**src/rtl/constraint_mem_arbiter_pkg.sv**
```systemverilog
// Shared nonogram definitions: board-load states and default BRAM address/word widths,
// imported by the parser, the solver and this arbiter.
package nonogram_pkg;
  localparam int ADDR_W_DEF = 11;
  localparam int DATA_W_DEF = 13;

  typedef enum logic [1:0] {
    LOADING = 2'd0,
    DRAIN   = 2'd1,
    READY   = 2'd2
  } board_state_e;

  typedef enum logic [1:0] {
    ARB_IDLE  = 2'd0,
    ARB_WRITE = 2'd1,
    ARB_READ  = 2'd2
  } arb_op_e;
endpackage

```
**src/rtl/constraint_mem_arbiter_if.sv**
```systemverilog
// Parser, solver, BRAM and status signals of the constraint memory arbiter.
// The arbiter uses the slave modport; its environment uses the master modport.
interface constraint_mem_arbiter_if import nonogram_pkg::*; #(
  parameter int ADDR_W = ADDR_W_DEF,
  parameter int DATA_W = DATA_W_DEF
);
  logic              wr_valid;
  logic [ADDR_W-1:0] wr_addr;
  logic [DATA_W-1:0] wr_data;
  logic              board_done;
  logic              rd_req;
  logic [ADDR_W-1:0] rd_addr;
  logic              rd_gnt;
  logic              rd_valid;
  logic [DATA_W-1:0] rd_data;
  logic [ADDR_W-1:0] bram_addr;
  logic [DATA_W-1:0] bram_din;
  logic              bram_we;
  logic [DATA_W-1:0] bram_dout;
  logic              board_loaded;
  logic              overflow;

  modport master (
    output wr_valid, wr_addr, wr_data, board_done, rd_req, rd_addr, bram_dout,
    input  rd_gnt, rd_valid, rd_data, bram_addr, bram_din, bram_we, board_loaded, overflow
  );

  modport slave (
    input  wr_valid, wr_addr, wr_data, board_done, rd_req, rd_addr, bram_dout,
    output rd_gnt, rd_valid, rd_data, bram_addr, bram_din, bram_we, board_loaded, overflow
  );
endinterface

```
**src/rtl/constraint_mem_arbiter_sync_fifo.sv**
```systemverilog
// Synchronous FIFO with a combinational head; a push into a full FIFO succeeds only
// when a pop happens in the same cycle. DEPTH must be a power of two.
module sync_fifo #(
  parameter int WIDTH = 8,
  parameter int DEPTH = 4,
  parameter int CNT_W = $clog2(DEPTH + 1)
) (
  input  logic             clk,
  input  logic             rst,
  input  logic             push_i,
  input  logic             pop_i,
  input  logic [WIDTH-1:0] din_i,
  output logic [WIDTH-1:0] dout_o,
  output logic             full_o,
  output logic             empty_o,
  output logic [CNT_W-1:0] count_o
);
  localparam int PTR_W = (DEPTH > 1) ? $clog2(DEPTH) : 1;

  logic [WIDTH-1:0] mem_q [DEPTH];
  logic [PTR_W-1:0] rd_ptr_q;
  logic [PTR_W-1:0] wr_ptr_q;
  logic [CNT_W-1:0] count_q;
  logic             do_push;
  logic             do_pop;

  assign empty_o = (count_q == '0);
  assign full_o  = (count_q == CNT_W'(DEPTH));
  assign count_o = count_q;
  assign dout_o  = mem_q[rd_ptr_q];
  assign do_pop  = pop_i && !empty_o;
  assign do_push = push_i && (!full_o || do_pop);

  always_ff @(posedge clk) begin
    if (do_push) begin
      mem_q[wr_ptr_q] <= din_i;
    end
  end

  always_ff @(posedge clk) begin
    if (rst) begin
      rd_ptr_q <= '0;
      wr_ptr_q <= '0;
      count_q  <= '0;
    end else begin
      if (do_push) begin
        wr_ptr_q <= wr_ptr_q + 1'b1;
      end
      if (do_pop) begin
        rd_ptr_q <= rd_ptr_q + 1'b1;
      end
      case ({do_push, do_pop})
        2'b10:   count_q <= count_q + 1'b1;
        2'b01:   count_q <= count_q - 1'b1;
        default: count_q <= count_q;
      endcase
    end
  end
endmodule

```
**src/rtl/constraint_mem_arbiter.sv**
```systemverilog
// Shares one BRAM port between the non-stallable parser (buffered writes) and the solver
// (pipelined reads), with anti-starvation for reads and board-load tracking.
module constraint_mem_arbiter import nonogram_pkg::*; #(
  parameter int ADDR_W     = ADDR_W_DEF,
  parameter int DATA_W     = DATA_W_DEF,
  parameter int FIFO_DEPTH = 4,
  parameter int BRAM_LAT   = 2,
  parameter int STARVE_MAX = 4
) (
  input logic                    clk,
  input logic                    rst,
  constraint_mem_arbiter_if.slave bus
);
  localparam int FIFO_W   = ADDR_W + DATA_W;
  localparam int CNT_W    = $clog2(FIFO_DEPTH + 1);
  localparam int STARVE_W = $clog2(STARVE_MAX + 1);

  logic [FIFO_W-1:0]   fifo_head;
  logic                fifo_full;
  logic                fifo_empty;
  logic [CNT_W-1:0]    fifo_count;
  arb_op_e             op;
  logic                rd_grant;
  logic                wr_pop;
  logic                wr_drop;
  logic [STARVE_W-1:0] starve_q, starve_d;
  logic [ADDR_W-1:0]   bram_addr_q, bram_addr_d;
  logic [DATA_W-1:0]   bram_din_q, bram_din_d;
  logic                bram_we_q, bram_we_d;
  logic [BRAM_LAT:0]   rd_pipe_q;
  logic                overflow_q;
  board_state_e        state_q;
  logic                board_loaded_q;

  sync_fifo #(
    .WIDTH (FIFO_W),
    .DEPTH (FIFO_DEPTH),
    .CNT_W (CNT_W)
  ) u_wr_fifo (
    .clk     (clk),
    .rst     (rst),
    .push_i  (bus.wr_valid),
    .pop_i   (wr_pop),
    .din_i   ({bus.wr_addr, bus.wr_data}),
    .dout_o  (fifo_head),
    .full_o  (fifo_full),
    .empty_o (fifo_empty),
    .count_o (fifo_count)
  );

  // Buffered writes win unless the FIFO is empty or the reader has waited STARVE_MAX writes.
  always_comb begin
    op = ARB_IDLE;
    if (!rst) begin
      if (bus.rd_req && (fifo_empty || (starve_q >= STARVE_W'(STARVE_MAX)))) begin
        op = ARB_READ;
      end else if (!fifo_empty) begin
        op = ARB_WRITE;
      end
    end
  end

  assign rd_grant = (op == ARB_READ);
  assign wr_pop   = (op == ARB_WRITE);
  assign wr_drop  = bus.wr_valid && fifo_full && !wr_pop;

  always_comb begin
    starve_d    = '0;
    bram_addr_d = bram_addr_q;
    bram_din_d  = bram_din_q;
    bram_we_d   = 1'b0;
    case (op)
      ARB_WRITE: begin
        bram_we_d   = 1'b1;
        bram_addr_d = fifo_head[FIFO_W-1 -: ADDR_W];
        bram_din_d  = fifo_head[DATA_W-1:0];
        if (bus.rd_req) begin
          starve_d = starve_q + 1'b1;
        end
      end
      ARB_READ: bram_addr_d = bus.rd_addr;
      default: ;
    endcase
  end

  // The valid pipeline is cleared by reset so grants issued before it never return data.
  always_ff @(posedge clk) begin
    if (rst) begin
      starve_q    <= '0;
      bram_addr_q <= '0;
      bram_din_q  <= '0;
      bram_we_q   <= 1'b0;
      rd_pipe_q   <= '0;
      overflow_q  <= 1'b0;
    end else begin
      starve_q    <= starve_d;
      bram_addr_q <= bram_addr_d;
      bram_din_q  <= bram_din_d;
      bram_we_q   <= bram_we_d;
      rd_pipe_q   <= {rd_pipe_q[BRAM_LAT-1:0], rd_grant};
      overflow_q  <= overflow_q | wr_drop;
    end
  end

  // Board load tracking; DRAIN waits for the last buffered write to reach the BRAM.
  always_ff @(posedge clk) begin
    if (rst) begin
      state_q        <= LOADING;
      board_loaded_q <= 1'b0;
    end else begin
      case (state_q)
        LOADING: begin
          if (bus.board_done) begin
            if ((fifo_count == '0) && !bus.wr_valid) begin
              state_q        <= READY;
              board_loaded_q <= 1'b1;
            end else begin
              state_q <= DRAIN;
            end
          end
        end
        DRAIN: begin
          if ((fifo_count == '0) && !bram_we_q) begin
            state_q        <= READY;
            board_loaded_q <= 1'b1;
          end
        end
        READY: begin
          if (bus.wr_valid) begin
            state_q        <= LOADING;
            board_loaded_q <= 1'b0;
          end
        end
        default: begin
          state_q        <= LOADING;
          board_loaded_q <= 1'b0;
        end
      endcase
    end
  end

  assign bus.rd_gnt       = rd_grant;
  assign bus.rd_valid     = rd_pipe_q[BRAM_LAT];
  assign bus.rd_data      = rd_pipe_q[BRAM_LAT] ? bus.bram_dout : '0;
  assign bus.bram_addr    = bram_addr_q;
  assign bus.bram_din     = bram_din_q;
  assign bus.bram_we      = bram_we_q;
  assign bus.board_loaded = board_loaded_q;
  assign bus.overflow     = overflow_q;
endmodule
```
**src/flat_wrapper.sv**
```systemverilog
// flat-port wrapper written by rule: the top's interface ports become plain ports
module constraint_mem_arbiter_flat import nonogram_pkg::*;
#(
  parameter int ADDR_W     = ADDR_W_DEF,
  parameter int DATA_W     = DATA_W_DEF,
  parameter int FIFO_DEPTH = 4,
  parameter int BRAM_LAT   = 2,
  parameter int STARVE_MAX = 4
)
  (clk, rst, bus_wr_valid, bus_wr_addr, bus_wr_data, bus_board_done, bus_rd_req, bus_rd_addr, bus_bram_dout, bus_rd_gnt, bus_rd_valid, bus_rd_data, bus_bram_addr, bus_bram_din, bus_bram_we, bus_board_loaded, bus_overflow);
  constraint_mem_arbiter_if #(.ADDR_W(ADDR_W), .DATA_W(DATA_W)) bus_i ();
  input logic clk;
  input logic rst;
  input wire logic [$bits(bus_i.wr_valid)-1:0] bus_wr_valid;
  input wire logic [$bits(bus_i.wr_addr)-1:0] bus_wr_addr;
  input wire logic [$bits(bus_i.wr_data)-1:0] bus_wr_data;
  input wire logic [$bits(bus_i.board_done)-1:0] bus_board_done;
  input wire logic [$bits(bus_i.rd_req)-1:0] bus_rd_req;
  input wire logic [$bits(bus_i.rd_addr)-1:0] bus_rd_addr;
  input wire logic [$bits(bus_i.bram_dout)-1:0] bus_bram_dout;
  output wire logic [$bits(bus_i.rd_gnt)-1:0] bus_rd_gnt;
  output wire logic [$bits(bus_i.rd_valid)-1:0] bus_rd_valid;
  output wire logic [$bits(bus_i.rd_data)-1:0] bus_rd_data;
  output wire logic [$bits(bus_i.bram_addr)-1:0] bus_bram_addr;
  output wire logic [$bits(bus_i.bram_din)-1:0] bus_bram_din;
  output wire logic [$bits(bus_i.bram_we)-1:0] bus_bram_we;
  output wire logic [$bits(bus_i.board_loaded)-1:0] bus_board_loaded;
  output wire logic [$bits(bus_i.overflow)-1:0] bus_overflow;
  assign bus_i.wr_valid = bus_wr_valid;
  assign bus_i.wr_addr = bus_wr_addr;
  assign bus_i.wr_data = bus_wr_data;
  assign bus_i.board_done = bus_board_done;
  assign bus_i.rd_req = bus_rd_req;
  assign bus_i.rd_addr = bus_rd_addr;
  assign bus_i.bram_dout = bus_bram_dout;
  assign bus_rd_gnt = bus_i.rd_gnt;
  assign bus_rd_valid = bus_i.rd_valid;
  assign bus_rd_data = bus_i.rd_data;
  assign bus_bram_addr = bus_i.bram_addr;
  assign bus_bram_din = bus_i.bram_din;
  assign bus_bram_we = bus_i.bram_we;
  assign bus_board_loaded = bus_i.board_loaded;
  assign bus_overflow = bus_i.overflow;
  constraint_mem_arbiter #(.ADDR_W(ADDR_W), .DATA_W(DATA_W), .FIFO_DEPTH(FIFO_DEPTH), .BRAM_LAT(BRAM_LAT), .STARVE_MAX(STARVE_MAX)) u_core (.clk(clk), .rst(rst), .bus(bus_i));
endmodule
```
**config.mk**
```make
export PLATFORM = sky130hd
export DESIGN_NAME = constraint_mem_arbiter_flat
export DESIGN_NICKNAME = d
export VERILOG_FILES = /design/src/rtl/constraint_mem_arbiter_pkg.sv /design/src/rtl/constraint_mem_arbiter_if.sv /design/src/rtl/constraint_mem_arbiter_sync_fifo.sv /design/src/rtl/constraint_mem_arbiter.sv /design/src/flat_wrapper.sv
export SDC_FILE = /design/constraint.sdc
export NUM_CORES = 1
export LEC_CHECK = 0
export CAP_MARGIN = 20
export CORE_MARGIN = 2
export CORE_UTILIZATION = 37
export CTS_BUF_LIST = sky130_fd_sc_hd__clkbuf_8
export CTS_CLUSTER_SIZE = 8
export DETAILED_ROUTE_END_ITERATION = 10
export GPL_TIMING_DRIVEN = 0
export MAX_ROUTING_LAYER = met4
export PLACE_DENSITY = 0.62
export SKIP_LAST_GASP = 1
export SYNTH_ARGS = -nofsm -noshare
export SYNTH_HDL_FRONTEND = slang
export SYNTH_SLANG_ARGS = --single-unit
```
**constraint.sdc**
```tcl
create_clock -name clk -period 6 [get_ports clk]
set_input_delay 1.8 -clock clk [delete_from_list [all_inputs] [get_ports clk]]
set_output_delay 1.8 -clock clk [all_outputs]
set_load 0.05 [all_outputs]
```
==> results.sh <==
export IMPL_status="complete, no violations"
export IMPL_worstHoldPathType="register to register"
export IMPL_top_layer_used="met4"
export IMPL_coreArea_mm2=0.0145
export IMPL_multiInputGateArea_mm2=0.00155
export IMPL_dp_hpwl_um=7680
export IMPL_yosysSeqAreaShare=0.682
export IMPL_synth_top_area_cell="edfxtp_1"
export IMPL_place_area_mm2=0.00674
export IMPL_gp_congestion=0.727
export IMPL_track_usage=0.153
export IMPL_period_share=0.949
export IMPL_critical_path_class="primary input to output pin"
export IMPL_initial_core_util=0.380
export IMPL_row_count=44
export IMPL_clk_pin_slew_worst_paths_ps=80
export IMPL_antenna_cells=0
export IMPL_pre_cts_ws_ps=318
export IMPL_tightest_slew_ps=727
export IMPL_slew_violations=0
export IMPL_met2_length_um=5640
export IMPL_grt_overflow=0
export IMPL_drt_pass1_iterations=4
export IMPL_vias=3310
export IMPL_synth_most_common_cell="edfxtp_1"
export IMPL_io_pin_count=95
export IMPL_drt_met1_wl_um=5050
export IMPL_cts_sinks=140
export IMPL_ys_warnings_count=0
export IMPL_powerDensity_mw_per_mm2=361
export IMPL_insertion_delay_ps=430
export IMPL_setup_tns_ps=0
export IMPL_die_w_um=126
export IMPL_whs_ps=423
export IMPL_cts_tree="built"
export IMPL_cts_hold_buf=0
export IMPL_drcViolationCount=0
export IMPL_async_reset_ff_frac=0
export IMPL_finish_instance_area_mm2=0.00716
export IMPL_grt_start_max_net_pins=25
export IMPL_final_core_util=0.493
export IMPL_avgSynthCellArea_um2=14.9
export IMPL_grt_pass1_vias=3500
export IMPL_nets=549
export IMPL_skew_ps=11.2
export IMPL_cp_max_fo=10
export IMPL_yosys_register_bits=140
export IMPL_setup_viol=0
export IMPL_critPathCaptureType="output pin"
export IMPL_synth_cells=371
export IMPL_max_freq_mhz=176
export IMPL_cts_setup_buffers=0
export IMPL_ant_nets=0
export IMPL_yosysTopAreaCellShare=0.522
export IMPL_slew_headroom=0.516
export IMPL_rsz0062_at_grt="no"
export IMPL_ys_flop_type="edfxtp_1"
export IMPL_area_sequential_mm2=0.00376
export IMPL_synth_edf_count=96
export IMPL_wl_um=11400
export IMPL_die_y_um=126
export IMPL_drtIter0Drc=241
export IMPL_synth_distinct_cells=41
export IMPL_hold_viol_final=0
export IMPL_synth_common_cells="96 x edfxtp_1, 44 x dfxtp_1, 35 x mux2i_1"
export IMPL_required_ps=4200
export IMPL_io_buffers=93
export IMPL_vias_per_cell=4.84
export IMPL_wl_per_cell_um=16.6
export IMPL_clock_path_buffers=2
export IMPL_synth_area_leaders="edfxtp_1 52%, dfxtp_1 16%, mux2i_1 6.3%"
export IMPL_htree_levels=4
export IMPL_antenna_found_initial=0
export IMPL_cts_resized_gates=0
export IMPL_drv_cap=0
export IMPL_ir_worst_vdd_mv=0.180
export IMPL_fin_ws_ps=303
export IMPL_leakagePower_uw=0.00244
export IMPL_syn_nets=433
export IMPL_cts_root_buf="clkbuf_8"
export IMPL_fillers=1288
export IMPL_area_growth_pct=29.8
export IMPL_grt_first_pass_wirelength_um=18100
export IMPL_startpoint_type="primary input"
export IMPL_syn_area_mm2=0.00552
export IMPL_cts_buffers_inserted=17
export IMPL_worst_ep_arrival_time_ps=3900
export IMPL_layout_drive_gt1_share=0.126
export IMPL_period_minus_slack_ps=5700
export IMPL_die_area_mm2=0.0159
export IMPL_wl_met3_um=509
[worst paths after layout]
path                                from                     endpoint  slack, ps  depth (start not counted)
max                                  rst                   bus_rd_gnt        300                          6
min reg2reg           u_core.starve_q[0]           u_core.starve_q[0]        420                          1
max reg2reg  u_core.u_wr_fifo.count_o[0]  u_core.u_wr_fifo.count_o[2]       2590                         14
min                   u_core.starve_q[0]           u_core.starve_q[0]        420                          1
[final cells by class]
class / instances / share of cell area
inverter: 23 / 0.0121
clock buffer: 17 / 0.0327
sequential: 140 / 0.525
clock inverter: 15 / 0.0259
tap: 184 / 0.0321
multi-input combinational: 186 / 0.216
buffer: 22 / 0.0178
timing repair buffer: 97 / 0.138
[kinds of logic after synthesis]
logic type,share of synthesized area
XOR/XNOR,0.00793
AND/OR/NAND/NOR,0.0682
multiplexers,0.119
AO/OA/AOI/OAI,0.0630
adder cells (fa/ha/maj),0.0218
flip-flops,0.682
buffers and inverters,0.0388
[report_power, final]
group / total [µW] / internal (µW) / switching, µW / leakage, µW
logic: 631 / 247 / 384 / 0.000997
registers: 1170 / 1120 / 42.5 / 0.00124
clock network: 787 / 419 / 368 / 0.000203
total: 2580 / 1790 / 794 / 0.00244
[critical path: stages]
cell and delay [ps]:
clkbuf_1 250, clkbuf_1 470, a211oi_1 150, inv_1 90, ha_1 280, clkdlybuf4s50_1 850
[placed cells by master (no fill, tap or decap), types with 4 or more instances in the layout]
master / count
mux2i_1: 35
o21a_1: 11
o21ai_0: 5
xor2_1: 4
edfxtp_1: 96
nor2b_1: 6
clkdlybuf4s50_1: 93
clkbuf_1: 9
mux4_2: 10
inv_6: 5
o221ai_1: 11
clkbuf_8: 17
and2_1: 13
inv_1: 23
a21oi_1: 19
buf_8: 4
dfxtp_1: 44
nand2_1: 12
nor2_1: 24
ha_1: 8
buf_2: 8
[metal layers]
metal | up-vias | GRT usage
met3 | 11 | 0.0365
li1 | 1601 | -
met4 | 0 | 0.0627
met1 | 1606 | 0.183
met5 | - | -
met2 | 92 | 0.249
[flip-flops by register name (all words and copies together), names as in the netlist, named ones only]
name	cells
u_core.rd_pipe_q	3
u_core.bus.bram_din	13
u_core.u_wr_fifo.wr_ptr_q	2
u_core.bus.bram_we	1
u_core.u_wr_fifo.mem_q	96
u_core.starve_q	3
u_core.bus.bram_addr	11
u_core.u_wr_fifo.count_o	3
u_core.bus.overflow	1
u_core.state_q	2
u_core.u_wr_fifo.rd_ptr_q	2
u_core.bus.board_loaded	1
[through the flow]
stage,power (µW),std cells
2_1_floorplan,1610,371
3_3_place_gp,1810,648
3_5_place_dp,1820,652
4_1_cts,2610,684
5_1_grt,2700,684
6_report,2580,684
Note: power is estimated with default switching activity, not from simulation.
